**config.mk**
```make
export PLATFORM = sky130hd
export DESIGN_NAME = camera_sensor_emu
export DESIGN_NICKNAME = d
export VERILOG_FILES = /design/src/rtl/camera_emu_pkg.sv /design/src/rtl/camera_emu_pattern.sv /design/src/rtl/camera_sensor_emu.sv
export SDC_FILE = /design/constraint.sdc
export NUM_CORES = 1
export LEC_CHECK = 0
export CORE_MARGIN = 4
export CORE_UTILIZATION = 60
export CTS_CLUSTER_SIZE = 10
export DETAILED_ROUTE_END_ITERATION = 12
export PLACE_DENSITY_LB_ADDON = 0.1
export RECOVER_POWER = 100
export SYNTH_ARGS = -nofsm -noshare
export SYNTH_HDL_FRONTEND = slang
export SYNTH_HIERARCHICAL = 1
export SYNTH_SLANG_ARGS = --single-unit
```
**constraint.sdc**
```tcl
create_clock -name clk -period 7.9 [get_ports clk]
set_input_delay 0.79 -clock clk [delete_from_list [all_inputs] [get_ports clk]]
set_output_delay 0.79 -clock clk [all_outputs]
set_load 0.05 [all_outputs]
```
**src/rtl/camera_emu_pkg.sv**
```systemverilog
// Shared types and constants for the camera sensor emulator.
package camera_emu_pkg;

  localparam int DATA_W = 12;

  typedef enum logic [2:0] {
    ST_IDLE   = 3'd0,
    ST_FRONT  = 3'd1,
    ST_ACTIVE = 3'd2,
    ST_HBLANK = 3'd3,
    ST_BACK   = 3'd4,
    ST_VBLANK = 3'd5
  } emu_state_e;

  typedef enum logic [1:0] {
    PAT_RAMP    = 2'd0,
    PAT_CHECKER = 2'd1,
    PAT_CONST   = 2'd2,
    PAT_FRAMEID = 2'd3
  } pat_sel_e;

  function automatic int max3(input int a, input int b, input int c);
    int m;
    m = (a > b) ? a : b;
    return (m > c) ? m : c;
  endfunction

endpackage

```
**src/rtl/camera_emu_pattern.sv**
```systemverilog
// Combinational test-pattern generator: pixel value from (x, y), pattern
// select and the low nibble of the frame counter.
module camera_emu_pattern
  import camera_emu_pkg::*;
#(
  parameter logic [DATA_W-1:0] CONST_VAL = 12'hA5A
) (
  input  logic [DATA_W-1:0] x_in,
  input  logic [DATA_W-1:0] y_in,
  input  logic [1:0]        sel,
  input  logic [3:0]        frame_id,
  output logic [DATA_W-1:0] pixel
);

  // Pattern selection
  always_comb begin
    pixel = 12'h000;
    case (sel)
      PAT_RAMP:    pixel = x_in + y_in;
      PAT_CHECKER: pixel = (x_in[3] ^ y_in[3]) ? 12'hFFF : 12'h000;
      PAT_CONST:   pixel = CONST_VAL;
      PAT_FRAMEID: pixel = {frame_id, x_in[7:0]};
      default:     pixel = 12'h000;
    endcase
  end

endmodule

```
**src/rtl/camera_sensor_emu.sv**
```systemverilog
// Image-sensor emulator: pixel clock at clk/2 plus frame_valid/line_valid/data
// updated on pixclk falling edges so they are stable at every pixclk rise.
module camera_sensor_emu
  import camera_emu_pkg::*;
#(
  parameter int                H_ACTIVE    = 640,
  parameter int                V_ACTIVE    = 480,
  parameter int                H_BLANK     = 16,
  parameter int                FV_LV_DELAY = 4,
  parameter int                V_BLANK     = 32,
  parameter logic [DATA_W-1:0] CONST_VAL   = 12'hA5A
) (
  input  logic              clk,
  input  logic              reset_n,
  input  logic              sensor_nreset_in,
  input  logic              enable,
  input  logic [1:0]        pattern_sel,
  output logic              pixclk_out,
  output logic              frame_valid,
  output logic              line_valid,
  output logic [DATA_W-1:0] data_out,
  output logic [15:0]       frame_count,
  output logic              busy
);

  localparam int X_W   = (H_ACTIVE > 1) ? $clog2(H_ACTIVE) : 1;
  localparam int Y_W   = (V_ACTIVE > 1) ? $clog2(V_ACTIVE) : 1;
  localparam int B_MAX = max3(H_BLANK, V_BLANK, FV_LV_DELAY);
  localparam int B_W   = $clog2(B_MAX + 1);

  localparam logic [X_W-1:0] X_LAST  = X_W'(H_ACTIVE - 1);
  localparam logic [Y_W-1:0] Y_LAST  = Y_W'(V_ACTIVE - 1);
  localparam logic [B_W-1:0] B_DELAY = B_W'(FV_LV_DELAY);
  localparam logic [B_W-1:0] B_HBLK  = B_W'(H_BLANK);
  localparam logic [B_W-1:0] B_VBLK  = B_W'(V_BLANK);
  localparam logic [B_W-1:0] B_ONE   = B_W'(1);

  emu_state_e        state_q, state_d;
  logic              ph_q, ph_d;
  logic [B_W-1:0]    cnt_q, cnt_d;
  logic [X_W-1:0]    x_q, x_d;
  logic [Y_W-1:0]    y_q, y_d;
  logic [1:0]        pat_q, pat_d;
  logic [15:0]       fc_q, fc_d;
  logic              fv_q, fv_d;
  logic              lv_q, lv_d;
  logic [DATA_W-1:0] data_q, data_d;
  logic              busy_q, busy_d;

  logic [X_W-1:0]    pix_x_s;
  logic [Y_W-1:0]    pix_y_s;
  logic [DATA_W-1:0] pix_s;

  // Coordinates of the pixel that the coming tick would put on the bus
  always_comb begin
    if (state_q == ST_ACTIVE) begin
      pix_x_s = x_q + X_W'(1);
      pix_y_s = y_q;
    end else if (state_q == ST_HBLANK) begin
      pix_x_s = {X_W{1'b0}};
      pix_y_s = y_q + Y_W'(1);
    end else begin
      pix_x_s = {X_W{1'b0}};
      pix_y_s = y_q;
    end
  end

  camera_emu_pattern #(
    .CONST_VAL (CONST_VAL)
  ) u_pattern (
    .x_in     (DATA_W'(pix_x_s)),
    .y_in     (DATA_W'(pix_y_s)),
    .sel      (pat_q),
    .frame_id (fc_q[3:0]),
    .pixel    (pix_s)
  );

  // Next-state and next-output logic; state_q names the period on the bus
  always_comb begin
    state_d = state_q;
    ph_d    = ph_q;
    cnt_d   = cnt_q;
    x_d     = x_q;
    y_d     = y_q;
    pat_d   = pat_q;
    fc_d    = fc_q;
    fv_d    = fv_q;
    lv_d    = lv_q;
    data_d  = data_q;

    if (!sensor_nreset_in) begin
      state_d = ST_IDLE;
      ph_d    = 1'b0;
      cnt_d   = {B_W{1'b0}};
      x_d     = {X_W{1'b0}};
      y_d     = {Y_W{1'b0}};
      fv_d    = 1'b0;
      lv_d    = 1'b0;
      data_d  = 12'h000;
    end else if (state_q == ST_IDLE) begin
      fv_d   = 1'b0;
      lv_d   = 1'b0;
      data_d = 12'h000;
      if (enable) begin
        state_d = ST_FRONT;
        ph_d    = 1'b1;
        cnt_d   = {B_W{1'b0}};
        x_d     = {X_W{1'b0}};
        y_d     = {Y_W{1'b0}};
        pat_d   = pattern_sel;
      end else begin
        ph_d = 1'b0;
      end
    end else if (!ph_q) begin
      ph_d = 1'b1;
    end else begin
      // Tick: load the outputs for the next pixel period
      ph_d   = 1'b0;
      fv_d   = 1'b1;
      lv_d   = 1'b0;
      data_d = 12'h000;
      case (state_q)
        ST_FRONT: begin
          if (cnt_q == B_DELAY) begin
            state_d = ST_ACTIVE;
            x_d     = pix_x_s;
            lv_d    = 1'b1;
            data_d  = pix_s;
          end else begin
            cnt_d = cnt_q + B_ONE;
          end
        end
        ST_ACTIVE: begin
          if (x_q == X_LAST) begin
            cnt_d   = B_ONE;
            state_d = (y_q == Y_LAST) ? ST_BACK : ST_HBLANK;
          end else begin
            x_d    = pix_x_s;
            lv_d   = 1'b1;
            data_d = pix_s;
          end
        end
        ST_HBLANK: begin
          if (cnt_q == B_HBLK) begin
            state_d = ST_ACTIVE;
            x_d     = pix_x_s;
            y_d     = pix_y_s;
            lv_d    = 1'b1;
            data_d  = pix_s;
          end else begin
            cnt_d = cnt_q + B_ONE;
          end
        end
        ST_BACK: begin
          if (cnt_q == B_DELAY) begin
            state_d = ST_VBLANK;
            cnt_d   = B_ONE;
            fv_d    = 1'b0;
          end else begin
            cnt_d = cnt_q + B_ONE;
          end
        end
        ST_VBLANK: begin
          fv_d = 1'b0;
          if (cnt_q == B_VBLK) begin
            fc_d = fc_q + 16'd1;
            if (enable) begin
              state_d = ST_FRONT;
              cnt_d   = B_ONE;
              x_d     = {X_W{1'b0}};
              y_d     = {Y_W{1'b0}};
              pat_d   = pattern_sel;
              fv_d    = 1'b1;
            end else begin
              state_d = ST_IDLE;
            end
          end else begin
            cnt_d = cnt_q + B_ONE;
          end
        end
        default: begin
          state_d = ST_IDLE;
          fv_d    = 1'b0;
        end
      endcase
    end

    busy_d = (state_d != ST_IDLE);
  end

  // State and output registers
  always_ff @(posedge clk or negedge reset_n) begin
    if (!reset_n) begin
      state_q <= ST_IDLE;
      ph_q    <= 1'b0;
      cnt_q   <= {B_W{1'b0}};
      x_q     <= {X_W{1'b0}};
      y_q     <= {Y_W{1'b0}};
      pat_q   <= 2'd0;
      fc_q    <= 16'd0;
      fv_q    <= 1'b0;
      lv_q    <= 1'b0;
      data_q  <= 12'h000;
      busy_q  <= 1'b0;
    end else begin
      state_q <= state_d;
      ph_q    <= ph_d;
      cnt_q   <= cnt_d;
      x_q     <= x_d;
      y_q     <= y_d;
      pat_q   <= pat_d;
      fc_q    <= fc_d;
      fv_q    <= fv_d;
      lv_q    <= lv_d;
      data_q  <= data_d;
      busy_q  <= busy_d;
    end
  end

  assign pixclk_out  = ph_q;
  assign frame_valid = fv_q;
  assign line_valid  = lv_q;
  assign data_out    = data_q;
  assign frame_count = fc_q;
  assign busy        = busy_q;

endmodule

```
* Word level (Yosys, flattened, before mapping)
Cells that the tools add are included.
** Operators by class
- Bitwise logic cells :: 2
- Reduce and logical (&&, ||, !) cells :: 12
- Muxes and demuxes :: 73
- Add/subtract/negate cells :: 5
- Equality and inequality tests :: 26
** Operator list (number)
- 2-to-1 mux 10 bit :: 9
- 2-to-1 mux 12 bit :: 7
- 2-to-1 mux 9 bit :: 8
- 2-to-1 mux 6 bit :: 10
- one-hot mux 12 bit (4 select lines) :: 1
- one-hot mux 10 bit (4 select lines) :: 1
- one-hot mux 12 bit (3 select lines) :: 1
- 2-to-1 mux 3 bit :: 10
- one-hot mux 6 bit (5 select lines) :: 1
- != test 4 bit, second input constant :: 5
- one-hot mux 9 bit (2 select lines) :: 1
- adder 16 x 1 -> 16 bit, second input constant :: 1
- 2-to-1 mux 1 bit :: 16
- one-hot mux 3 bit (5 select lines) :: 1
- adder 10 x 9 -> 11 bit :: 1
- adder 10 x 1 -> 10 bit, second input constant :: 1
- equality test 10 bit, second input constant :: 1
- 2-to-1 mux 2 bit :: 5
- adder 9 x 1 -> 9 bit, second input constant :: 1
- equality test 9 bit, second input constant :: 1
- != test 4 x 2 -> 1 bit, second input constant :: 2
- AND reduction 4 bit :: 2
- != test 7 x 1 -> 1 bit, second input constant :: 1
- AND reduction 7 bit :: 1
- 24 further kinds :: 30
** Storage, ports and cells
- Register bits after elaboration :: 62
- Logic and storage cells :: 129
- Bits of input ports :: 6
- Output and inout bits :: 32

* Logic depth before layout (Yosys ltp)
Gate-level depths: netlist of run 1.
- Word-level depth :: 11
- Mapped depth :: 13
- Depth with buffers taken out :: 11

* Hierarchy
Netlist of run 1, hierarchy kept.
** Modules (own cells, without submodules)
- camera_sensor_emu :: times used 1, sequential area each 1551.5 um2, area each 3643.5 um2, cells an instance 355
- camera_emu_pattern :: times used 1, sequential area each 0.0 um2, area each 840.8 um2, cells an instance 119

* Worst setup path before layout of run 1
OpenSTA, ideal clock, no wires.
- Kind :: flip-flop to flip-flop
- Start :: register state_q[2]
- End :: register data_q[10] (netlist: data_out[10])
- Slack :: 4836 ps
- Data required time :: 7779 ps
- Buffers on the path :: 3
- Arrival :: 2943 ps
- Stages on the path, launching flop included :: 14
- Setup time :: 121 ps
- Period minus slack after synthesis :: 3064 ps
- Path through :: dfrtp_1 > buf_4 > buf_2 > nand3b_4 > nor3_2 > and3_1 > xor2_1 > ha_1 > clkbuf_1 > a21o_1 > a31oi_1 > o21ai_0 > or3b_1 > a22o_1
** On the way
- Elaborated cells on any way between the ends :: 19
- Those cells by class :: add/sub: 1; eq/ne: 4; mux: 12; bitwise: 1; reduce/logical: 1
** RTL lines
- start: declaration :: line camera_sensor_emu.sv:38 : emu_state_e state_q, state_d;
- start signal: assignment :: line camera_sensor_emu.sv:206 : state_q <= state_d;
- equality test 3 x 2 -> 1 bit :: line camera_sensor_emu.sv:59 : end else if (state_q == ST_HBLANK) begin
- 2-to-1 mux 9 bit :: line camera_sensor_emu.sv:59
- 2-to-1 mux 9 bit * :: line camera_sensor_emu.sv:56 : if (state_q == ST_ACTIVE) begin
- net pix_y_s[7] :: line camera_sensor_emu.sv:51 : logic [Y_W-1:0] pix_y_s;
- adder 10 x 9 -> 11 bit * :: line camera_emu_pattern.sv:19 : PAT_RAMP: pixel = x_in + y_in;
- one-hot mux 12 bit (4 select lines) * :: line camera_emu_pattern.sv:18 : case (sel)
- net pix_s[10] :: line camera_sensor_emu.sv:52 : logic [DATA_W-1:0] pix_s;
- 2-to-1 mux 12 bit (on tied branches) :: line camera_sensor_emu.sv:144, camera_sensor_emu.sv:124, camera_sensor_emu.sv:134
- one-hot mux 12 bit (3 select lines) * :: line camera_sensor_emu.sv:122 : case (state_q)
- 2-to-1 mux 12 bit * :: line camera_sensor_emu.sv:114 : end else if (!ph_q) begin
- 2-to-1 mux 12 bit * :: line camera_sensor_emu.sv:100 : end else if (state_q == ST_IDLE) begin
- 2-to-1 mux 12 bit * :: line camera_sensor_emu.sv:91 : if (!sensor_nreset_in) begin
- end signal: assignment :: line camera_sensor_emu.sv:215 : data_q <= data_d;
- end: declaration :: line camera_sensor_emu.sv:47 : logic [DATA_W-1:0] data_q, data_d;
Mark *: on every way through the listed nets, which the timed path passes. The rest lies on a longest branch. The select of a mux whose other input is x is not followed.
A chain may end at the register's enable or synchronous reset.

* Worst setup path in the final report of run 1
- Start :: register state_q[1]
- End :: register data_q[10] (netlist: data_out[10])
** On the way
- Elaborated cells on any way between the ends :: 19
- Those cells by class :: add/sub: 1; eq/ne: 4; mux: 12; bitwise: 1; reduce/logical: 1
** RTL lines
- equality test 3 x 2 -> 1 bit * :: line camera_sensor_emu.sv:56
- 2-to-1 mux 10 bit * :: line camera_sensor_emu.sv:56
- net pix_x_s[3] :: line camera_sensor_emu.sv:50 : logic [X_W-1:0] pix_x_s;
- parallel branches: the longest is 2 deep, another holds adder 10 x 9 -> 11 bit
- one-hot mux 12 bit (4 select lines) * :: line camera_emu_pattern.sv:18
- net pix_s[10] :: line camera_sensor_emu.sv:52
- 2-to-1 mux 12 bit (on tied branches) :: line camera_sensor_emu.sv:144, camera_sensor_emu.sv:124, camera_sensor_emu.sv:134
- one-hot mux 12 bit (3 select lines) * :: line camera_sensor_emu.sv:122
- 2-to-1 mux 12 bit * :: line camera_sensor_emu.sv:114
- 2-to-1 mux 12 bit * :: line camera_sensor_emu.sv:100
- 2-to-1 mux 12 bit * :: line camera_sensor_emu.sv:91
Mark *: on every way through the listed nets, which the timed path passes. The select of a mux whose other input is x is not followed.

==> run metrics, run 1 <==
routability cong. 0.889; synthesis-to-finish area growth 9.46%; Post-CTS Hold Fix Bufs 0; initial antenna violation count 0; Cell variety after synth 82; Tmin final ~3.9 ns; Synth Flop Type dfrtp_1; setup bufs post-CTS 0; core area 7250 um^2; Arr. time, crit path just over 4 ns; worst clock skew about 0.0084 ns; vias in the first global route about 3600; final hold vios 0; post-route DRC violation count 0; Synth async-reset ratio 100%; Peak Freq 257 MHz; antenna-violating nets left 0; H-Tree Depth 3; final WL ~11000 um; worst-margin pin slew approximately 3.3 ns; final layout net count 524; GRT overflow 0; Vias/cell around 6.3; Pwr Density 145 nW/um^2; WP data required 8.13 ns; Rows 31; count leader, synth dfrtp_1; Clk Tree Root Cell clkbuf_8; Fill cells around 600; status finished, violations left; first drt pass iteration count 4; Leak ~2.3 nW; max-slew violations 63; endpoints failing setup 0; Commonest cells post-synth 62 x dfrtp_1, 48 x nand2_1, 32 x nor2_1; total track usage between 20% and 30%; violated checks capacitance limit, slew limit; Setup crit end kind register; Longest Clk Path Bufs 2; CTS tree yes; reg-to-reg slack, setup 4.02 ns; cell taking the most area after synthesis dfrtp_1; port buffer count 37; TritonCTS Buffers 9; top area cells in the synthesized netlist dfrtp_1 35%, a22o_1 4.5%, ha_1 4.5%, xnor2_1 4.1%, nand2_1 4.0%; area occupied by multi-input gates ~2600 um^2; Ports 38; Vias 3818; share of layout cells above drive strength 1 between 8 and 9%; Cells after DPL around 590; maximum number of pins on one net before global-route repair 63; antenna diode count 0; first-pass GRT wire length between 15000 and 20000 um; final hold slack roughly 0.48 ns; wire per inst roughly 18 um; CTS sink count 62; Initial Utilization between 60 and 70%; max cap viols 1; RSZ-0062 raised after global routing no; Clk pin slew, worst setup/hold paths ~0.08 ns; Post-synth EDFFs 0; post-CTS resize count 0; TNS Setup 0 ns; Worst Setup Path Type reg2reg; Rel. slew slack -118%; Die W around 94 um; share of the synthesized area in the top cell type between 30 and 40%; post-synthesis cell count around 470; Post-Syn Area approximately 4500 um^2; Setup crit start kind register; count of yosys warnings during synthesis 6; Die Ht between 90 and 100 um; Avg Synthesized Cell Area roughly 9.5 um^2; Detailed Place HPWL ~8000 um; Register Area about 1600 um^2; min-delay worst type reg2reg; final period utilization ~49%; post-synthesis sequential area ratio 34.6%; Max IR drop VDD about 0.11 mV; drt initial violations between 200 and 300; Final Non-Filler Cells 605; CP max FO 21; worst-skew pair later-pin latency 0.34 ns; post-synthesis register bit count 62; area of the die between 8000 and 9000 um^2
stage by stage:
stage | utilization, % | area, um^2 | setup slack, ns | power (mW)
floorplan | - | 4500 | 4.84 | 0.406
finish | 67.7 | 4910 | 4.02 | 0.714
CTS | 69.3 | 5030 | 4.37 | 0.719
detailed placement | 66.5 | 4830 | 4.38 | 0.427
global route | 67.7 | 4910 | 3.76 | 0.742
global placement | 66.5 | 4830 | 4.49 | 0.426
layout make-up:
| type | instances | share of cell area, % |
|---|---|---|
| Clock inverter | 7 | 1.63 |
| Tap cell | 99 | 2.52 |
| Inverter | 12 | 0.918 |
| Multi-Input combinational cell | 378 | 53.3 |
| Clock buffer | 9 | 2.52 |
| Timing Repair Buffer | 38 | 7.52 |
| Sequential cell | 62 | 31.6 |
routing by layer:
layer | global-route usage [%] | vias to the layer above | routed length, um | share of wire [%]
met1 | 38.3 | 1865 | 5210 | 47
met5 | 0 | - | 0 | 0
li1 | - | 1814 | - | -
met4 | 6.37 | 0 | 156 | 1.4
met3 | 5.26 | 14 | 613 | 5.6
met2 | 39.2 | 125 | 5000 | 46
registers in the layout, indices dropped and copies added (netlist names), 2 cells and up:
register / count
x_q: 10
frame_count: 16
y_q: 9
pat_q: 2
data_out: 12
cnt_q: 6
state_q: 3
where the power goes:
group	total [mW]	internal, mW	switching (mW)	leakage [nW]
logic	0.0813	0.0303	0.0509	1.30
registers	0.338	0.321	0.0175	0.858
clock network	0.294	0.151	0.144	0.103
cells by family after synthesis:
group	count (synthesis)	share of synthesized area (%)
compound gates	136	23.8
mux	8	1.90
simple gates	176	22.9
other cells	1	0.0836
flops	62	34.6
xor+xnor	36	7.03
buf+inv	38	4.80
fa+ha+maj	17	4.91
path summary, 6_finish.rpt:
check	startpoint	endpoint	cells after the start
min in group asynchronous	reset_n	cnt_q[5]	2
min reg2reg	line_valid	line_valid	1
max	state_q[1]	data_out[10]	8
min	line_valid	line_valid	1
max in group asynchronous	reset_n	busy	2
max reg2reg	state_q[1]	data_out[10]	8
critical path, cell delays in order, from the launching register on:
cell and delay (ns):
dfrtp_1 0.81, or3b_1 0.59, nor2_1 0.26, ha_1 0.38
and3_1 0.25, a221oi_1 0.75, nor3_1 0.13, or3b_1 0.39
a22o_1 0.22
cell usage in the layout, fill, tap and decap left out, types with 4 or more instances in the layout:
cell type	count
conb_1	5
and3_1	7
a22o_1	23
nand2b_1	4
a21o_1	10
o2111ai_1	4
a21oi_1	18
clkbuf_8	9
nand3_1	22
o21ai_0	25
mux2_2	4
nand4_1	10
a22oi_1	4
xnor2_1	21
ha_1	16
dlygate4sd3_1	33
or3_1	5
a31oi_1	8
inv_1	12
nor3_1	11
nor2_1	32
xor2_1	15
dfrtp_1	62
and2_1	4
mux2i_1	4
nand2_1	48
a211oi_1	5
a32o_1	6
No activity file was read; power rests on OpenSTA's default activity.
==> run 2, diff against run 1 <==
--- a/config.mk
+++ b/config.mk
@@ -6,7 +6,7 @@
 export NUM_CORES = 1
 export LEC_CHECK = 0
 export CORE_MARGIN = 4
-export CORE_UTILIZATION = 60
+export CORE_UTILIZATION = 59
 export CTS_CLUSTER_SIZE = 10
 export DETAILED_ROUTE_END_ITERATION = 12
 export PLACE_DENSITY_LB_ADDON = 0.1
==> constraint.sdc (replaced) <==
create_clock -name clk -period 3.7 [get_ports clk]
set_input_delay 0.37 -clock clk [delete_from_list [all_inputs] [get_ports clk]]
set_output_delay 0.37 -clock clk [all_outputs]
set_load 0.05 [all_outputs]
==> run 2 against run 1 <==
- routed wire length increased by 1.8%
- the run still ends with capacitance limit, slew limit left
- critical path type unchanged
- first-iteration DRC count decreased by 22%
- non-clock buffer count increased by 4
- highest routed layer unchanged
- largest cell class unchanged
==> run metrics, run 2 (synthesis gave the netlist of run 1 again) <==
status finished, violations left (unchanged); violated checks capacitance limit, slew limit (unchanged); Largest register FFs 16 (unchanged); WP data required 3.93 ns (was 8.13 ns); initial antenna violation count 0 (unchanged); antenna diode count 0 (unchanged); wire per inst 18.4 um (was 18.2 um); setup bufs post-CTS 0 (unchanged); Area after DPL 4860 um^2 (was 4830 um^2); Pwr Density 289 nW/um^2 (was 145 nW/um^2); Detailed Place HPWL 8190 um (was 7970 um); Clk pwr share 36.3% (was 41.2%); port buffer count 37 (unchanged); Pint 0.993 mW (was 0.502 mW); Arr. time, crit path 3.63 ns (was 4.12 ns); Die W 95.2 um (was 94.5 um); Flop pwr share 51.0% (was 47.4%); Vias 3837 (was 3818); Peak Freq 294 MHz (was 257 MHz); total track usage 25.9% (was 26.0%); RSZ-0062 raised after global routing no (unchanged); min-delay worst type reg2reg (unchanged); max-slew violations 47 (was 63); maximum number of pins on one net before global-route repair 47 (was 63); Comb pwr share 12.7% (was 11.4%); area of the die 9060 um^2 (was 8920 um^2); sw frac 29.9% (was 29.7%); Die Ht 95.2 um (was 94.5 um); most common cell after layout, fill and taps aside dfrtp_1 (unchanged); switching power 0.424 mW (was 0.212 mW); core area 7330 um^2 (was 7250 um^2); post-route cell area 4900 um^2 (was 4910 um^2); Max IR drop VDD 0.190 mV (was 0.115 mV); antenna-violating nets left 0 (unchanged); Leak 2.26 nW (about the same); TNS Setup 0 ns (unchanged); CP max FO 12 (was 21); area occupied by multi-input gates 2620 um^2 (about the same); total power draw 1.42 mW (was 0.714 mW); routability cong. 0.959 (was 0.889); Vias/cell 6.31 (about the same); post-layout util 66.9% (was 67.7%); vias in the first global route 3639 (was 3608); synthesis-to-finish area growth 9.29% (was 9.46%); Clk Tree Root Cell clkbuf_8 (unchanged); post-route DRC violation count 0 (unchanged); Buf/Inv on CP 1 (was 0); post-CTS resize count 0 (unchanged); worst-margin pin slew 2.51 ns (was 3.27 ns); CTS sink count 62 (unchanged); Crit path max-delay family compound AO/OA/AOI/OAI gates (was simple AND/OR/NAND/NOR gates); most frequent cells in the layout 62 x dfrtp_1, 48 x nand2_1, 32 x nor2_1, 32 x dlygate4sd3_1, 24 x o21ai_0 (was 62 x dfrtp_1, 48 x nand2_1, 33 x dlygate4sd3_1); share of layout cells above drive strength 1 9.04% (was 8.70%); TritonCTS Buffers 9 (unchanged); worst-path cell chain clkbuf_1, nor3b_1, and2_1, fa_1, a21o_1, a221oi_2, nor3_1, or3b_1, a22o_1 (was or3b_1, nor2_1, ha_1, and3_1, a221oi_1, nor3_1, or3b_1, a22o_1); Ports 38 (unchanged); Fill cells 598 (was 603); final hold slack 0.465 ns (was 0.476 ns); Rows 31 (unchanged); endpoints failing setup 0 (unchanged); final layout net count 528 (was 524); H-Tree Depth 3 (unchanged); drt initial violations 227 (was 290); GRT overflow 0 (unchanged); Register Area 1550 um^2 (unchanged); Tmin final 3.40 ns (was 3.88 ns); final hold vios 0 (unchanged); Worst path max stage delay 0.62 ns (was 0.81 ns); Setup crit start kind register (unchanged); final WL 11200 um (was 11000 um); Rel. slew slack -67.2% (was -118%); final period utilization 91.8% (was 49.2%); Longest Clk Path Bufs 2 (unchanged); worst clock skew 0.00479 ns (was 0.00837 ns); worst-skew pair later-pin latency 0.34 ns (about the same); Setup crit end kind register (unchanged); worst-path cell with the longest stage delay dfrtp_1 (unchanged); Initial Utilization 61.2% (was 61.8%); Worst Setup Path Type reg2reg (unchanged); max cap viols 2 (was 1); Clk pin slew, worst setup/hold paths 0.07 ns (was 0.08 ns); CTS tree yes (unchanged); Post-CTS Hold Fix Bufs 0 (unchanged); first drt pass iteration count 7 (was 4); first-pass GRT wire length 18200 um (was 18100 um)
-- run 2: cell types whose count changed in the layout (fill, tap and decap cells not counted), moves of 2 or more --
cell and change:
inv_6 -2, buf_4 +3, clkbuf_1 +3, clkinv_4 +2
-- run 2: layout make-up --
cell class	instances	area share (%)
inverter	12	0.919
clock inverter	5	0.740
multi-input combinational	378	53.5
tap	99	2.53
clock buffer	10	2.60
timing repair buffer	42	8.04
sequential	62	31.7
-- run 2: worst paths after layout --
check | cells after the start | to | start | slack [ns]
worst max-delay path | 9 | data_out[10] | state_q[0] | 0.30
worst min-delay path | 1 | frame_count[15] | frame_count[15] | 0.47
worst max register to register | 9 | data_out[10] | state_q[0] | 0.30
worst min register to register | 1 | frame_count[15] | frame_count[15] | 0.47
max in group asynchronous | 2 | y_q[4] | reset_n | 1.12
min in group asynchronous | 1 | cnt_q[1] | reset_n | 0.79
-- run 2: routing by layer --
layer	vias to the layer above	GRT usage, %	part of all wire [%]	wire, um
li1	1828	-	-	-
met1	1877	36.5	46	5170
met2	113	39.4	46	5140
met3	19	5.68	5.9	663
met4	0	8.41	1.8	202
met5	-	0	0	0
-- run 2: power groups by stage --
stage	Combinational, mW	Sequential, mW	Clock (mW)
finish	0.180	0.722	0.514
global placement	0.181	0.734	0
floorplan	0.154	0.712	0
CTS	0.183	0.721	0.528
global route	0.199	0.725	0.560
detailed placement	0.183	0.734	0
-- run 2: metrics by stage --
step / setup slack, ns / std cells
floorplan: 0.636 / 478
global placement: 0.511 / 593
detailed placement: 0.484 / 593
CTS: 0.458 / 608
global route: 0.0897 / 608
finish: 0.302 / 608
==> run 3, diff against run 2 <==
--- a/config.mk
+++ b/config.mk
@@ -6,7 +6,7 @@
 export NUM_CORES = 1
 export LEC_CHECK = 0
 export CORE_MARGIN = 4
-export CORE_UTILIZATION = 59
+export CORE_UTILIZATION = 55
 export CTS_CLUSTER_SIZE = 10
 export DETAILED_ROUTE_END_ITERATION = 12
 export PLACE_DENSITY_LB_ADDON = 0.1
==> run 3 against run 2 <==
- the flow still finishes with violations (capacitance limit, slew limit)
- clock power increased by 8.9%
- via count about the same
- final cell count increased by 0.66%
- setup slack improved by 0.080 ns
- clock-buffer cell count decreased by 1
- critical path type unchanged
- largest cell class unchanged
==> run metrics, run 3 (synthesis gave the netlist of run 1 again) <==
post-layout util 63.1% (was 66.9%); met3 Resource Use GR 4.29% (was 5.68%); Clk Tree Root Cell clkbuf_8 (unchanged); Area after DPL 4860 um^2 (about the same); area of the die 9660 um^2 (was 9060 um^2); Setup crit start kind register (unchanged); Setup crit end kind register (unchanged); worst-margin pin slew 2.36 ns (was 2.51 ns); H-Tree Depth 3 (unchanged); core area 7810 um^2 (was 7330 um^2); vias in the first global route 3669 (was 3639); final WL 11100 um (was 11200 um); Fill cells 711 (was 598); Vias/cell 6.26 (was 6.31); CTS sink count 62 (unchanged); max-slew violations 44 (was 47); post-route cell area 4920 um^2 (was 4900 um^2); Largest register FFs 16 (unchanged); Longest Clk Path Bufs 2 (unchanged); worst-skew pair later-pin latency 0.35 ns (was 0.34 ns); most common cell after layout, fill and taps aside dfrtp_1 (unchanged); area occupied by multi-input gates 2630 um^2 (was 2620 um^2); Pwr Density 296 nW/um^2 (was 289 nW/um^2); routability cong. 0.873 (was 0.959); final layout net count 528 (unchanged); Worst path max stage delay 0.49 ns (was 0.62 ns); Final Worst Setup Slack 0.382 ns (was 0.302 ns); first-pass GRT wire length 18500 um (was 18200 um); port buffer count 37 (unchanged); Worst Setup Path Type reg2reg (unchanged); Rows 32 (was 31); pre-CTS WS 0.561 ns (was 0.484 ns); final period utilization 89.7% (was 91.8%); CTS tree yes (unchanged); CP max FO 9 (was 12); Tmin final 3.32 ns (was 3.40 ns); Die W 98.3 um (was 95.2 um); final hold slack 0.466 ns (was 0.465 ns); met1 GRT Util 35.3% (was 36.5%); maximum number of pins on one net before global-route repair 44 (was 47); WP data required 3.93 ns (about the same); Peak Freq 301 MHz (was 294 MHz); initial antenna violation count 0 (unchanged); worst clock skew 0.00916 ns (was 0.00479 ns); antenna-violating nets left 0 (unchanged); Detailed Place HPWL 8190 um (about the same); Rel. slew slack -57.3% (was -67.2%); Leak 2.26 nW (about the same); Arr. time, crit path 3.55 ns (was 3.63 ns); Register Area 1550 um^2 (unchanged); worst-path cell chain nand3b_4, nor3_1, and3_1, xor2_1, ha_1, a21o_1, a31oi_1, o21ai_0, or3b_1, a22o_1 (was clkbuf_1, nor3b_1, and2_1, fa_1, a21o_1, a221oi_2, nor3_1, or3b_1, a22o_1); worst-path cell with the longest stage delay dfrtp_1 (unchanged); Initial Utilization 57.4% (was 61.2%); antenna diode count 0 (unchanged); max cap viols 2 (unchanged); total track usage 23.7% (was 25.9%); Post-CTS Hold Fix Bufs 0 (unchanged); setup bufs post-CTS 0 (unchanged); GRT overflow 0 (unchanged); first drt pass iteration count 5 (was 7); TritonCTS Buffers 9 (unchanged); violated checks capacitance limit, slew limit (unchanged); share of layout cells above drive strength 1 9.02% (was 9.04%); endpoints failing setup 0 (unchanged); synthesis-to-finish area growth 9.82% (was 9.29%); post-route DRC violation count 0 (unchanged); Die Ht 98.3 um (was 95.2 um); Vias 3834 (was 3837); met2 usage 34.3% (was 39.4%); final hold vios 0 (unchanged); busiest grt layer met1 (was met2); RSZ-0062 raised after global routing no (unchanged); min-delay worst type reg2reg (unchanged); post-CTS resize count 0 (unchanged); Clk pin slew, worst setup/hold paths 0.08 ns (was 0.07 ns); most frequent cells in the layout 62 x dfrtp_1, 48 x nand2_1, 32 x nor2_1, 32 x dlygate4sd3_1 (was 62 x dfrtp_1, 48 x nand2_1, 32 x nor2_1, 32 x dlygate4sd3_1, 24 x o21ai_0); status finished, violations left (unchanged); Max IR drop VDD 0.206 mV (was 0.190 mV); Ports 38 (unchanged); TNS Setup 0 ns (unchanged); wire per inst 18.1 um (was 18.4 um); drt initial violations 196 (was 227)
-- run 3: changes by cell type in the layout (fill, tap and decap cells not counted), sizes merged --
| cell | before | now |
|---|---|---|
| clkinv | 4 | 2 |
| clkinvlp | 0 | 2 |
| inv | 13 | 15 |
| buf | 3 | 2 |
-- run 3: path summary, 6_finish.rpt --
path	start	to	slack (ns)	depth (start not counted)
max reg2reg	state_q[2]	data_out[10]	0.38	10
max in group asynchronous	reset_n	pixclk_out	1.12	2
max	state_q[2]	data_out[10]	0.38	10
min reg2reg	frame_count[15]	frame_count[15]	0.47	1
min	frame_count[15]	frame_count[15]	0.47	1
min in group asynchronous	reset_n	cnt_q[2]	0.73	1
-- run 3: per-stage QoR --
stage | total power, mW | instances
3_3_place_gp | 0.915 | 596
2_1_floorplan | 0.866 | 478
5_1_grt | 1.53 | 612
6_report | 1.46 | 612
4_1_cts | 1.48 | 612
3_5_place_dp | 0.917 | 596
-- run 3: cell type report --
type | count | share of cell area, %
inverter | 12 | 0.915
sequential | 62 | 31.5
multi-input combinational | 378 | 53.4
tap | 102 | 2.59
timing repair buffer | 42 | 7.93
clock inverter | 7 | 1.17
clock buffer | 9 | 2.52
-- run 3: critical path: cells and delay by family, from the launching register on --
family	cells	cell delay, ns
AO/OA/AOI/OAI	4	0.73
XOR/XNOR	1	0.28
adder cells (fa/ha/maj)	1	0.37
flip-flops	1	0.49
AND/OR/NAND/NOR	4	1.35
-- run 3: power breakdown --
group	leakage (nW)	total, mW	internal [mW]	switching, mW
Sequential	0.858	0.720	0.685	0.0348
Clock	0.0881	0.560	0.252	0.308
Combinational	1.31	0.179	0.0663	0.112
Total	2.26	1.46	1.00	0.455
-- run 3: per-layer routing --
| metal | part of all wire, % | up-vias |
|---|---|---|
| li1 | - | 1818 |
| met1 | 48 | 1881 |
| met2 | 45 | 122 |
| met3 | 5.8 | 13 |
| met4 | 1.7 | 0 |
| met5 | 0 | - |
